==> src/rtl/nibble_serial_pkg.sv <==
// Shared types for the nibble-serial adder sequencer.
// Holds the FSM encoding and the slice width that the datapath steps through.
package nibble_serial_pkg;

  localparam int NIBBLE_W = 4;

  typedef enum logic [1:0] {
    IDLE = 2'd0,
    RUN  = 2'd1,
    DONE = 2'd2
  } ns_state_t;

endpackage

==> src/rtl/ripple_carry_adder_4_bit.sv <==
// 4-bit ripple-carry adder: combinational, zero latency.
// It has no handshake, so backpressure does not apply.
module ripple_carry_adder_4_bit (
  input  logic [3:0] A,
  input  logic [3:0] B,
  input  logic       Cin,
  output logic [3:0] Sum,
  output logic       Cout
);

  always_comb begin
    logic [4:0] c;
    c    = '0;
    Sum  = '0;
    c[0] = Cin;
    for (int i = 0; i < 4; i++) begin
      Sum[i]   = A[i] ^ B[i] ^ c[i];
      c[i+1]   = (A[i] & B[i]) | (c[i] & (A[i] ^ B[i]));
    end
    Cout = c[4];
  end

endmodule

==> src/rtl/nibble_serial_adder_ctrl.sv <==
// WIDTH-bit add/sub on one 4-bit adder, one nibble per clock. Valid rises NIBBLES edges after accept.
// The input is blocked (in_ready=0) until the result is taken; the result is held while out_ready=0.
module nibble_serial_adder_ctrl
  import nibble_serial_pkg::*;
#(
  parameter int WIDTH = 16
) (
  input  logic             Clk,
  input  logic             Reset_n,
  input  logic             in_valid,
  output logic             in_ready,
  input  logic [WIDTH-1:0] in_A,
  input  logic [WIDTH-1:0] in_B,
  input  logic             in_Cin,
  input  logic             in_sub,
  output logic             out_valid,
  input  logic             out_ready,
  output logic [WIDTH-1:0] out_Sum,
  output logic             out_Cout,
  output logic             out_V
);

  localparam int NIBBLES = WIDTH / NIBBLE_W;
  localparam int IDX_W   = (NIBBLES > 1) ? $clog2(NIBBLES) : 1;
  localparam int SEL_W   = (WIDTH > 1) ? $clog2(WIDTH) : 1;
  localparam logic [IDX_W-1:0] LAST_IDX = IDX_W'(NIBBLES - 1);

  ns_state_t        state;
  logic [WIDTH-1:0] a_reg;
  logic [WIDTH-1:0] b_reg;
  logic [WIDTH-1:0] sum_reg;
  logic             carry_reg;
  logic [IDX_W-1:0] nib_idx;

  logic [SEL_W-1:0]    base;
  logic [NIBBLE_W-1:0] nib_a;
  logic [NIBBLE_W-1:0] nib_b;
  logic [NIBBLE_W-1:0] nib_sum;
  logic                nib_cout;

  // Bit offset of the active nibble, nib_idx * 4.
  assign base  = SEL_W'({nib_idx, 2'b00});
  assign nib_a = a_reg[base +: NIBBLE_W];
  assign nib_b = b_reg[base +: NIBBLE_W];

  ripple_carry_adder_4_bit u_adder (
    .A    (nib_a),
    .B    (nib_b),
    .Cin  (carry_reg),
    .Sum  (nib_sum),
    .Cout (nib_cout)
  );

  always_ff @(posedge Clk) begin
    if (!Reset_n) begin
      state     <= IDLE;
      a_reg     <= '0;
      b_reg     <= '0;
      sum_reg   <= '0;
      carry_reg <= 1'b0;
      nib_idx   <= '0;
    end else begin
      case (state)
        IDLE: begin
          if (in_valid) begin
            a_reg     <= in_A;
            // Subtract is A + ~B + 1: invert B here, inject the +1 as carry-in.
            b_reg     <= in_B ^ {WIDTH{in_sub}};
            carry_reg <= in_sub ? 1'b1 : in_Cin;
            nib_idx   <= '0;
            sum_reg   <= '0;
            state     <= RUN;
          end
        end
        RUN: begin
          sum_reg[base +: NIBBLE_W] <= nib_sum;
          carry_reg                 <= nib_cout;
          if (nib_idx == LAST_IDX) begin
            state <= DONE;
          end else begin
            nib_idx <= nib_idx + 1'b1;
          end
        end
        DONE: begin
          if (out_ready) begin
            state <= IDLE;
          end
        end
        default: state <= IDLE;
      endcase
    end
  end

  assign in_ready  = (state == IDLE);
  assign out_valid = (state == DONE);
  assign out_Sum   = sum_reg;
  assign out_Cout  = carry_reg;
  assign out_V     = (a_reg[WIDTH-1] == b_reg[WIDTH-1]) && (sum_reg[WIDTH-1] != a_reg[WIDTH-1]);

endmodule

==> config.mk <==
export PLATFORM = sky130hd
export DESIGN_NAME = nibble_serial_adder_ctrl
export DESIGN_NICKNAME = d
export VERILOG_FILES = /design/src/rtl/nibble_serial_pkg.sv /design/src/rtl/ripple_carry_adder_4_bit.sv /design/src/rtl/nibble_serial_adder_ctrl.sv
export SDC_FILE = /design/constraint.sdc
export NUM_CORES = 1
export LEC_CHECK = 0
export CORE_MARGIN = 5
export CORE_UTILIZATION = 40
export DETAILED_ROUTE_END_ITERATION = 10
export DONT_BUFFER_PORTS = 1
export GPL_ROUTABILITY_DRIVEN = 0
export GPL_TIMING_DRIVEN = 0
export HOLD_SLACK_MARGIN = 0.05
export PLACE_DENSITY = 0.51
export RECOVER_POWER = 25
export SYNTH_ARGS = -nofsm -noshare
export SYNTH_HDL_FRONTEND = slang
export SYNTH_SLANG_ARGS = --single-unit
==> constraint.sdc <==
create_clock -name Clk -period 5.3 [get_ports Clk]
set_input_delay 1.06 -clock Clk [delete_from_list [all_inputs] [get_ports Clk]]
set_output_delay 1.06 -clock Clk [all_outputs]
set_load 0.1 [all_outputs]
== Yosys cells after proc, flatten, opt, wreduce, memory -nomap -nowiden ==
Index checks and enable logic that the tools add are counted.
W data, S select, Z words.

* Bits in registers: 53
* Bits in latches: 0
* Memory bits (writable): 0
* ROM bits: 0
* Bits of input ports: 38
* Output and inout port bits: 20
* Memories: 0

* Add/sub/neg operators: 2
* Multipliers: 0
* Div/mod/pow operators: 0
* Order comparisons: 0
* Equal/unequal tests: 9
* Shift-type cells: 4
* Mux-type cells: 13
* Bitwise logic cells: 21
* Reductions and logical operators: 7

{| class="wikitable"
|+ Operators by type and width
! cell !! number
|-
| $pmux W16 S2 || 1
|-
| $shiftx A16 B5 Y4 || 2
|-
| $bwmux W16 || 1
|-
| $mux W16 || 1
|-
| $shift A4 B6 Y16 const A || 1
|-
| $shiftx A4 B6 Y16 || 1
|-
| $xor A16 B16 Y16 || 1
|-
| $mux W2 || 5
|-
| $and A1 B1 Y1 || 8
|-
| $xor A1 B1 Y1 || 8
|-
| $ne A2 B2 Y1 const B || 3
|-
| $neg A4 Y6 || 1
|-
| $pmux W2 S3 || 1
|-
| $reduce_and A3 Y1 || 2
|-
| $eq A2 B2 Y1 const B || 2
|-
| $or A1 B1 Y1 || 4
|-
| $pmux W2 S2 || 1
|-
| $reduce_and A2 Y1 || 2
|-
| $add A2 B1 Y2 const B || 1
|-
| $eq A2 B1 Y1 const B || 1
|-
| $logic_not A2 Y1 || 1
|-
| $mux W1 || 2
|-
| $ne A2 B1 Y1 const B || 1
|-
| $pmux W1 S2 || 1
|-
| 4 further kinds || 4
|}

== Logic depth before layout (Yosys ltp) ==
Gate-level depths: netlist of the first run.

* Word-level depth: 12
* Gate-level depth with buffers: 12
* Depth with buffers taken out: 11

== Hierarchy ==
Synthesis of the first run repeated with hierarchy kept, for this count alone.

* Cells, all modules: 279
* Area, all modules: 2600.0 sq um

{| class="wikitable"
|+ Modules (own cells, without submodules)
! module !! times used !! cells each !! area an instance (sq um)
|-
| nibble_serial_adder_ctrl || 1 || 265 || 2482.4
|-
| ripple_carry_adder_4_bit || 1 || 14 || 117.6
|}

== Least setup slack after synthesis of the first run ==
No wires, ideal clock.

* Path type: register to output
* Start: register sum_reg[15] (netlist: out_Sum[15])
* End: output port out_V
* Arrival time: 2924 ps
* Data required time: 4240 ps
* Slack: 1316 ps
* Cell stages (with the launch flop): 2
* Buffers on the path: 0
* Cell sequence: dfxtp_1 -> o21ai_0

* Cells in the longest elaborated chain, start to end: 2

{| class="wikitable"
|+ RTL lines
! item !! line !! RTL
|-
| start, declared || nibble_serial_adder_ctrl.sv:31 || <nowiki>logic [WIDTH-1:0] sum_reg;</nowiki>
|-
| start signal, assigned by index || nibble_serial_adder_ctrl.sv:76 || <nowiki>sum_reg[base +: NIBBLE_W] <= nib_sum;</nowiki>
|-
| $ne A1 B1 Y1 || nibble_serial_adder_ctrl.sv:98 || <nowiki>assign out_V = (a_reg[WIDTH-1] == b_reg[WIDTH-1]) && (sum_reg[WIDTH-1] != a_reg[WIDTH-1]);</nowiki>
|-
| $logic_and A1 B1 Y1 || nibble_serial_adder_ctrl.sv:98 ||
|-
| end, declared || nibble_serial_adder_ctrl.sv:20 || <nowiki>output logic out_V</nowiki>
|}

No other way between the ends.

== Worst setup path after layout of the first run ==
* Start: register nib_idx[0]
* End: register sum_reg[11] (netlist: out_Sum[11])

* Cells in the longest elaborated chain, start to end: 12
* Elaborated cells between the ends (all ways): 24
* Classes of those cells: 1 x add/sub; 4 x shift; 2 x mux; 17 x bitwise

{| class="wikitable"
|+ RTL lines
! item !! line !! RTL
|-
| start, declared || nibble_serial_adder_ctrl.sv:33 || <nowiki>logic [IDX_W-1:0] nib_idx;</nowiki>
|-
| start signal, assigned || nibble_serial_adder_ctrl.sv:81 || <nowiki>nib_idx <= nib_idx + 1'b1;</nowiki>
|-
| $shiftx A16 B5 Y4, on equally long branches || nibble_serial_adder_ctrl.sv:43, nibble_serial_adder_ctrl.sv:44 ||
|-
| $xor A1 B1 Y1 || ripple_carry_adder_4_bit.sv:17, ripple_carry_adder_4_bit.sv:18 ||
|-
| $and A1 B1 Y1 || ripple_carry_adder_4_bit.sv:18 || <nowiki>c[i+1] = (A[i] & B[i]) | (c[i] & (A[i] ^ B[i]));</nowiki>
|-
| $or A1 B1 Y1 || ripple_carry_adder_4_bit.sv:18 ||
|-
| $and A1 B1 Y1 || ripple_carry_adder_4_bit.sv:18 ||
|-
| $or A1 B1 Y1 || ripple_carry_adder_4_bit.sv:18 ||
|-
| $and A1 B1 Y1 || ripple_carry_adder_4_bit.sv:18 ||
|-
| $or A1 B1 Y1 || ripple_carry_adder_4_bit.sv:18 ||
|-
| $xor A1 B1 Y1 || ripple_carry_adder_4_bit.sv:17 || <nowiki>Sum[i] = A[i] ^ B[i] ^ c[i];</nowiki>
|-
| $shiftx A4 B6 Y16 || nibble_serial_adder_ctrl.sv:76 ||
|-
| $bwmux W16 * || nibble_serial_adder_ctrl.sv:76 ||
|-
| $pmux W16 S2 * || nibble_serial_adder_ctrl.sv:63 || <nowiki>case (state)</nowiki>
|}

Every way passes the cells marked *; elsewhere a longest branch is shown, timed or not.
A chain may end at the register's enable or synchronous reset.

==> impl_metrics.tcl, run 1 <==
set metrics [dict create \
    drt_iter0_drc 91 \
    post_drt_wl_per_cell_um 16.69 \
    period_share_pct 60.44 \
    clock.fmax_mhz 312.2 \
    synth_area_leaders "dfxtp_1 (43%), nand2_1 (8.7%), mux4_2 (7.3%)" \
    layout_commonest_cell "nand2_1" \
    grt-ovfl-total 0 \
    fin_crit_ns 3.203 \
    p_leak_nw 0.9198 \
    clk_latency_ns 0.30 \
    place_area_mm2 0.002561 \
    max-slew-margin-rel_pct 25.94 \
    synth.top_cell.area_share_pct 43.22 \
    drcViolationCount 0 \
    required_ns 5.54 \
    swShare_pct 29.87 \
    synth_fa_ha_area_share_pct 5.301 \
    ys_types 33 \
    synth_top_family_by_area "simple AND/OR/NAND/NOR gates" \
    die-area_mm2 0.007804 \
    holdBufCountCts 0 \
    post_cts_buffers 0 \
    path_class "flop to flop" \
    avgViaCountPerCell 5.290 \
    ios 58 \
    ys_ff_latch 53 \
    muxShareOfSynthArea_pct 7.798 \
    worstPathMaxFanout 10 \
    synth_area_mm2 0.002455 \
    end_kind "flop" \
    grt_max_degree 15 \
    wl_um 5874 \
    setup-tns-final_ns 0 \
    final_cell_mix "nand2_1 (57), dfxtp_1 (53), nor2_1 (21)" \
    dp_hpwl_um 4353 \
    vias 1862 \
    finalSetupViolCount 0 \
    synth.largest_area_cell "dfxtp_1" \
    clock_path_buffers 2 \
    max-vdd-ir-drop_mv 0.1129 \
    die_width_um 88.34 \
    post_synth.cell_area_avg_um2 9.092 \
    fin_area_mm2 0.002625 \
    synth_xor_area_share_pct 5.708 \
    cts.sinks 53 \
    cts-buffers-inserted 5 \
    drtAntennaViolNets 0 \
    num_rows 28 \
    syn_inst 270 \
    yosysSeqAreaShare_pct 43.22 \
    nets 324 \
    cts_resized 0 \
    yosys.area_share.simple_pct 17.28 \
    clk_root_buffer_cell "clkbuf_8" \
    hold_viol_final 0 \
    synth_compound_area_share_pct 15.14 \
    tightest_slew_ns 1.106 \
    combinationalPowerShare_pct 16.7 \
    syn_to_final_growth_pct 6.932 \
    drt_first_pass_iters 4 \
    grt_pass1_vias 1867 \
    p_int_mw 0.5615 \
    maxCapViolCount 0 \
    yosys_warnings 0 \
    power.density_mw_per_mm2 305.0 \
    clk_pin_slew_ns 0.09 \
    grt_usage_pct 16.11 \
    rsz0062_at_grt "no" \
    placeableCoreArea_mm2 0.005956 \
    holdWs_ns 0.4553 \
    cts_max_level 2 \
    antenna_found_initial 0 \
    syn_nets 316 \
    skew_ns 0.007961 \
    power.switching_mw 0.2392 \
    cts_tree "done" \
    status "finished, final reports clean" \
    share_seq_of_total_power_pct 56.4 \
    p_clk_share_pct 26.8 \
    die_y_um 88.34 \
    drive_above_1_share_pct 11.19 \
    slew_viol_final 0 \
    hp-class "flop to flop" \
    n_antenna_cell 0 \
    critical_path_arrival_ns 3.44 \
    grt_pass1_wl_um 9528 \
    start_util_pct 41.22 \
    io_buffers 0 \
    worst_setup_path_start_kind "flop" \
]
[per-stage QoR]
stage	utilization [%]	std cells	worst slack, ns	power, mW
after floorplan	-	270	1.316	0.5649
after global placement	42.79	345	1.249	0.5970
after detailed placement	43.00	346	2.087	0.5987
after CTS	44.24	352	2.045	0.8123
after global routing	44.08	352	1.849	0.8451
final	44.08	352	2.097	0.8007
[cells by family (layout without fill, tap and decap cells)]
family	count (synthesis)	in the layout
flip-flops	53	53
buffers and inverters	30	37
multiplexers	9	9
AND/OR/NAND/NOR	95	95
adder cells (fa/ha/maj)	8	8
XOR/XNOR	16	16
AO/OA/AOI/OAI	59	59
[power by group through the flow]
| stage | clock [mW] | combinational [mW] | sequential, mW |
|---|---|---|---|
| 2_1_floorplan | 0 | 0.108 | 0.457 |
| 3_3_place_gp | 0 | 0.135 | 0.462 |
| 3_5_place_dp | 0 | 0.137 | 0.462 |
| 4_1_cts | 0.222 | 0.137 | 0.453 |
| 5_1_grt | 0.237 | 0.152 | 0.456 |
| 6_report | 0.215 | 0.134 | 0.452 |
[synthesized netlist by cell type, drive strengths merged]
cell type and instances:
a211oi 16, and3 1, nand3 3, and4bb 1, a22oi 2, nand2 57, o21bai 1, or4b 1
mux2 1, o22ai 17, clkinv 1, nand2b 4, nor2 22, inv 11, fa 4, dfxtp 53
nand3b 1, mux4 8, a21oi 20, xnor2 16, or3b 1, o41ai 1, buf 10, ha 4
clkbuf 8, o21ai 1, a31o 1, nor2b 1, and2b 1, nor3b 2
[per-layer routing]
metal / GRT usage, % / share of wire, %
met2: 25.29 / 45
met1: 21.66 / 46
met5: 0 / 0
met3: 4.469 / 7.9
met4: 4.945 / 1.1
[worst max-delay path, stage by stage (launching register included)]
cell and delay, ns:
dfxtp_1 0.46, buf_2 0.37, mux4_2 0.54, inv_1 0.10
fa_1 0.17, inv_1 0.05, fa_1 0.36, inv_1 0.09
fa_1 0.16, inv_1 0.05, fa_1 0.47, nand2_1 0.12
o22ai_1 0.19
[path summary, 6_finish.rpt]
| check | startpoint | end | slack, ns | cells after the start |
|---|---|---|---|---|
| worst max-delay path | nib_idx[0] | out_Sum[11] | 2.10 | 12 |
| worst min-delay path | a_reg[8] | a_reg[8] | 0.46 | 2 |
| worst max register to register | nib_idx[0] | out_Sum[11] | 2.10 | 12 |
| worst min register to register | a_reg[8] | a_reg[8] | 0.46 | 2 |
[cell type report]
| class | instances | area [um2] |
|---|---|---|
| flip-flops and latches | 53 | 1061 |
| clock buffers | 5 | 68.82 |
| fillers | 652 | 3331 |
| plain buffers | 18 | 86.33 |
| inverters | 12 | 45.04 |
| repair buffers | 1 | 3.754 |
| well taps | 75 | 93.84 |
| multi-input cells | 187 | 1261 |
| clock inverters | 1 | 5.005 |
No activity file was read; power rests on OpenSTA's default activity.
==> inputs of run 2 (changes only) <==
PLACE_DENSITY = 0.53   (was 0.51)
clock period = 2.72 ns   (was 5.3 ns; I/O delays follow)
==> run 2 against run 1 <==
Effect of this change: global-route usage up 0.26 points; worst setup slack got worse by 2.0 ns; non-clock buffer count rose by 4; total power rose by 100%; clock power rose by 110%; largest cell class unchanged; critical path depth is 1 lower; count of clock-buffer cells in the layout stayed put; final cell count is 1.7% higher; combinational power increased by 110%; design area is 4.0% higher; flip-flop and latch count is the same; core utilization up 1.7 points.
==> impl_metrics.tcl, run 2 (synthesized netlist as in run 1, its figures left out) <==
set metrics [dict create \
    status "finished, final reports clean" \
    placeableCoreArea_mm2 0.005956 \
    grt_pass1_vias 1896 \
    p_leak_nw 0.9628 \
    maxCapViolCount 0 \
    clk_root_buffer_cell "clkbuf_8" \
    io_buffers 0 \
    drt_first_pass_iters 4 \
    slowest_stage "mux4_2" \
    slew_viol_final 0 \
    design_power_total_mw 1.606 \
    power.density_mw_per_mm2 588.3 \
    grt-ovfl-total 0 \
    drt_iter0_drc 91 \
    max-vdd-ir-drop_mv 0.2103 \
    vias 1851 \
    hp-class "input port to flop" \
    period_share_pct 97.78 \
    tightest_slew_ns 1.087 \
    drtAntennaViolNets 0 \
    path_cells "mux4_2 -> inv_2 -> fa_2 -> inv_2 -> fa_2 -> inv_2 -> fa_2 -> inv_2 -> fa_1 -> nand2_4 -> o22ai_1" \
    finalSetupViolCount 0 \
    power.switching_mw 0.4918 \
    cts.sinks 53 \
    grt_usage_pct 16.37 \
    grt_pass1_wl_um 9687 \
    setup_ws_ns 0.06049 \
    worstPathMaxFanout 4 \
    dp.cells 347 \
    cts-buffers-inserted 5 \
    die-area_mm2 0.007804 \
    wl_um 5930 \
    rsz0062_at_grt "yes" \
    ios 58 \
    fill_cells 634 \
    avgViaCountPerCell 5.170 \
    start_util_pct 41.22 \
    num_rows 28 \
    share_seq_of_total_power_pct 54.9 \
    clk_latency_ns 0.31 \
    combinationalPowerShare_pct 17.5 \
    die_width_um 88.34 \
    cts_tree "done" \
    worst_setup_path_start_kind "flop" \
    fin_crit_ns 2.660 \
    syn_to_final_growth_pct 11.16 \
    clock.fmax_mhz 376.0 \
    max-slew-margin-rel_pct 27.55 \
    path_class "flop to flop" \
    holdBufCountCts 0 \
    cts_max_level 2 \
    cp.buffers_inverters 4 \
    swShare_pct 30.63 \
    slowest_delay_ns 0.52 \
    hold_viol_final 0 \
    cp_common_cell "inv_2" \
    critical_path_arrival_ns 2.89 \
    die_y_um 88.34 \
    post-place-ws_ns -0.2557 \
    required_ns 2.96 \
    final_cell_mix "nand2_1 (56), dfxtp_1 (50), nor2_1 (21)" \
    cp_top_family "adder cells" \
    p_clk_share_pct 27.6 \
    clock_path_buffers 2 \
    skew_ns 0.01416 \
    clk_pin_slew_ns 0.09 \
    n_antenna_cell 0 \
    end_kind "flop" \
    post_drt_wl_per_cell_um 16.56 \
    dp_hpwl_um 4314 \
    drcViolationCount 0 \
    p_int_mw 1.114 \
    layout.cells.non_filler 358 \
    antenna_found_initial 0 \
    grt_max_degree 17 \
    layout_commonest_cell "nand2_1" \
    drive_above_1_share_pct 18.37 \
    nets 328 \
]
run 2: cell count changes in the layout (fill, tap and decap cells not counted), sizes merged:
cell | previous run | this run
clkbuf | 16 | 14
buf | 8 | 14
clkinv | 2 | 3
clkinvlp | 0 | 1
run 2: what timing repair did:
action	in CTS	in global routing
resized for setup	12	6
buffers inserted	3	1
setup endpoints to repair	9	4
pin swaps	3	0
run 2: metal layers:
| metal | track usage (%) | share of wire (%) | vias up |
|---|---|---|---|
| li1 | - | - | 949 |
| met2 | 23.66 | 45 | 45 |
| met1 | 23.21 | 49 | 851 |
| met4 | 5.082 | 0.96 | 0 |
| met5 | 0 | 0 | - |
| met3 | 5.307 | 5.2 | 6 |
run 2: path summary, 6_finish.rpt:
kind                    from          end  slack, ns  cells past startpoint
hold / removal      in_A[12]    a_reg[12]       0.36                      2
setup reg to reg  nib_idx[0]  out_Sum[15]       0.06                     11
setup / recovery  nib_idx[0]  out_Sum[15]       0.06                     11
hold reg to reg     a_reg[4]     a_reg[4]       0.46                      2
run 2: cell type report:
type	count	area [um2]	area share, %
multi-input combinational	187	1282	47.00
sequential	53	1070	39.20
tap	75	93.84	3.439
buffer	17	90.09	3.301
clock buffer	5	68.82	2.522
timing repair buffer	6	61.31	2.247
inverter	12	45.04	1.651
clock inverter	3	17.52	0.6419
run 2: worst register-to-register path: cells and delay by family, from the launching register on:
family	cells	cell delay (ns)
AOI/OAI and AO/OA	1	0.16
adders and majority gates	4	1.21
buffers and inverters	4	0.22
DFF	1	0.39
and+or+nand+nor	1	0.09
muxes	1	0.52
run 2: per-stage QoR:
| step | area (um2) | hold WS [ns] | setup TNS (ns) | utilization (%) |
|---|---|---|---|---|
| floorplan | 2464 | 0.4331 | 0 | - |
| global placement | 2557 | 0.4407 | -1.207 | 42.94 |
| detailed placement | 2597 | 0.4473 | -1.237 | 43.61 |
| CTS | 2733 | 0.3582 | -0.01844 | 45.88 |
| global route | 2729 | 0.3387 | -0.1988 | 45.82 |
| finish | 2729 | 0.3622 | 0 | 45.82 |
run 2: power by group through the flow:
stage                     registers [mW]  logic, mW  clock network (mW)
after global placement             0.900      0.267                   0
after floorplan                    0.892      0.212                   0
after detailed placement           0.901      0.269                   0
final                              0.881      0.281               0.443
after global routing               0.887      0.316               0.492
after CTS                          0.881      0.285               0.451
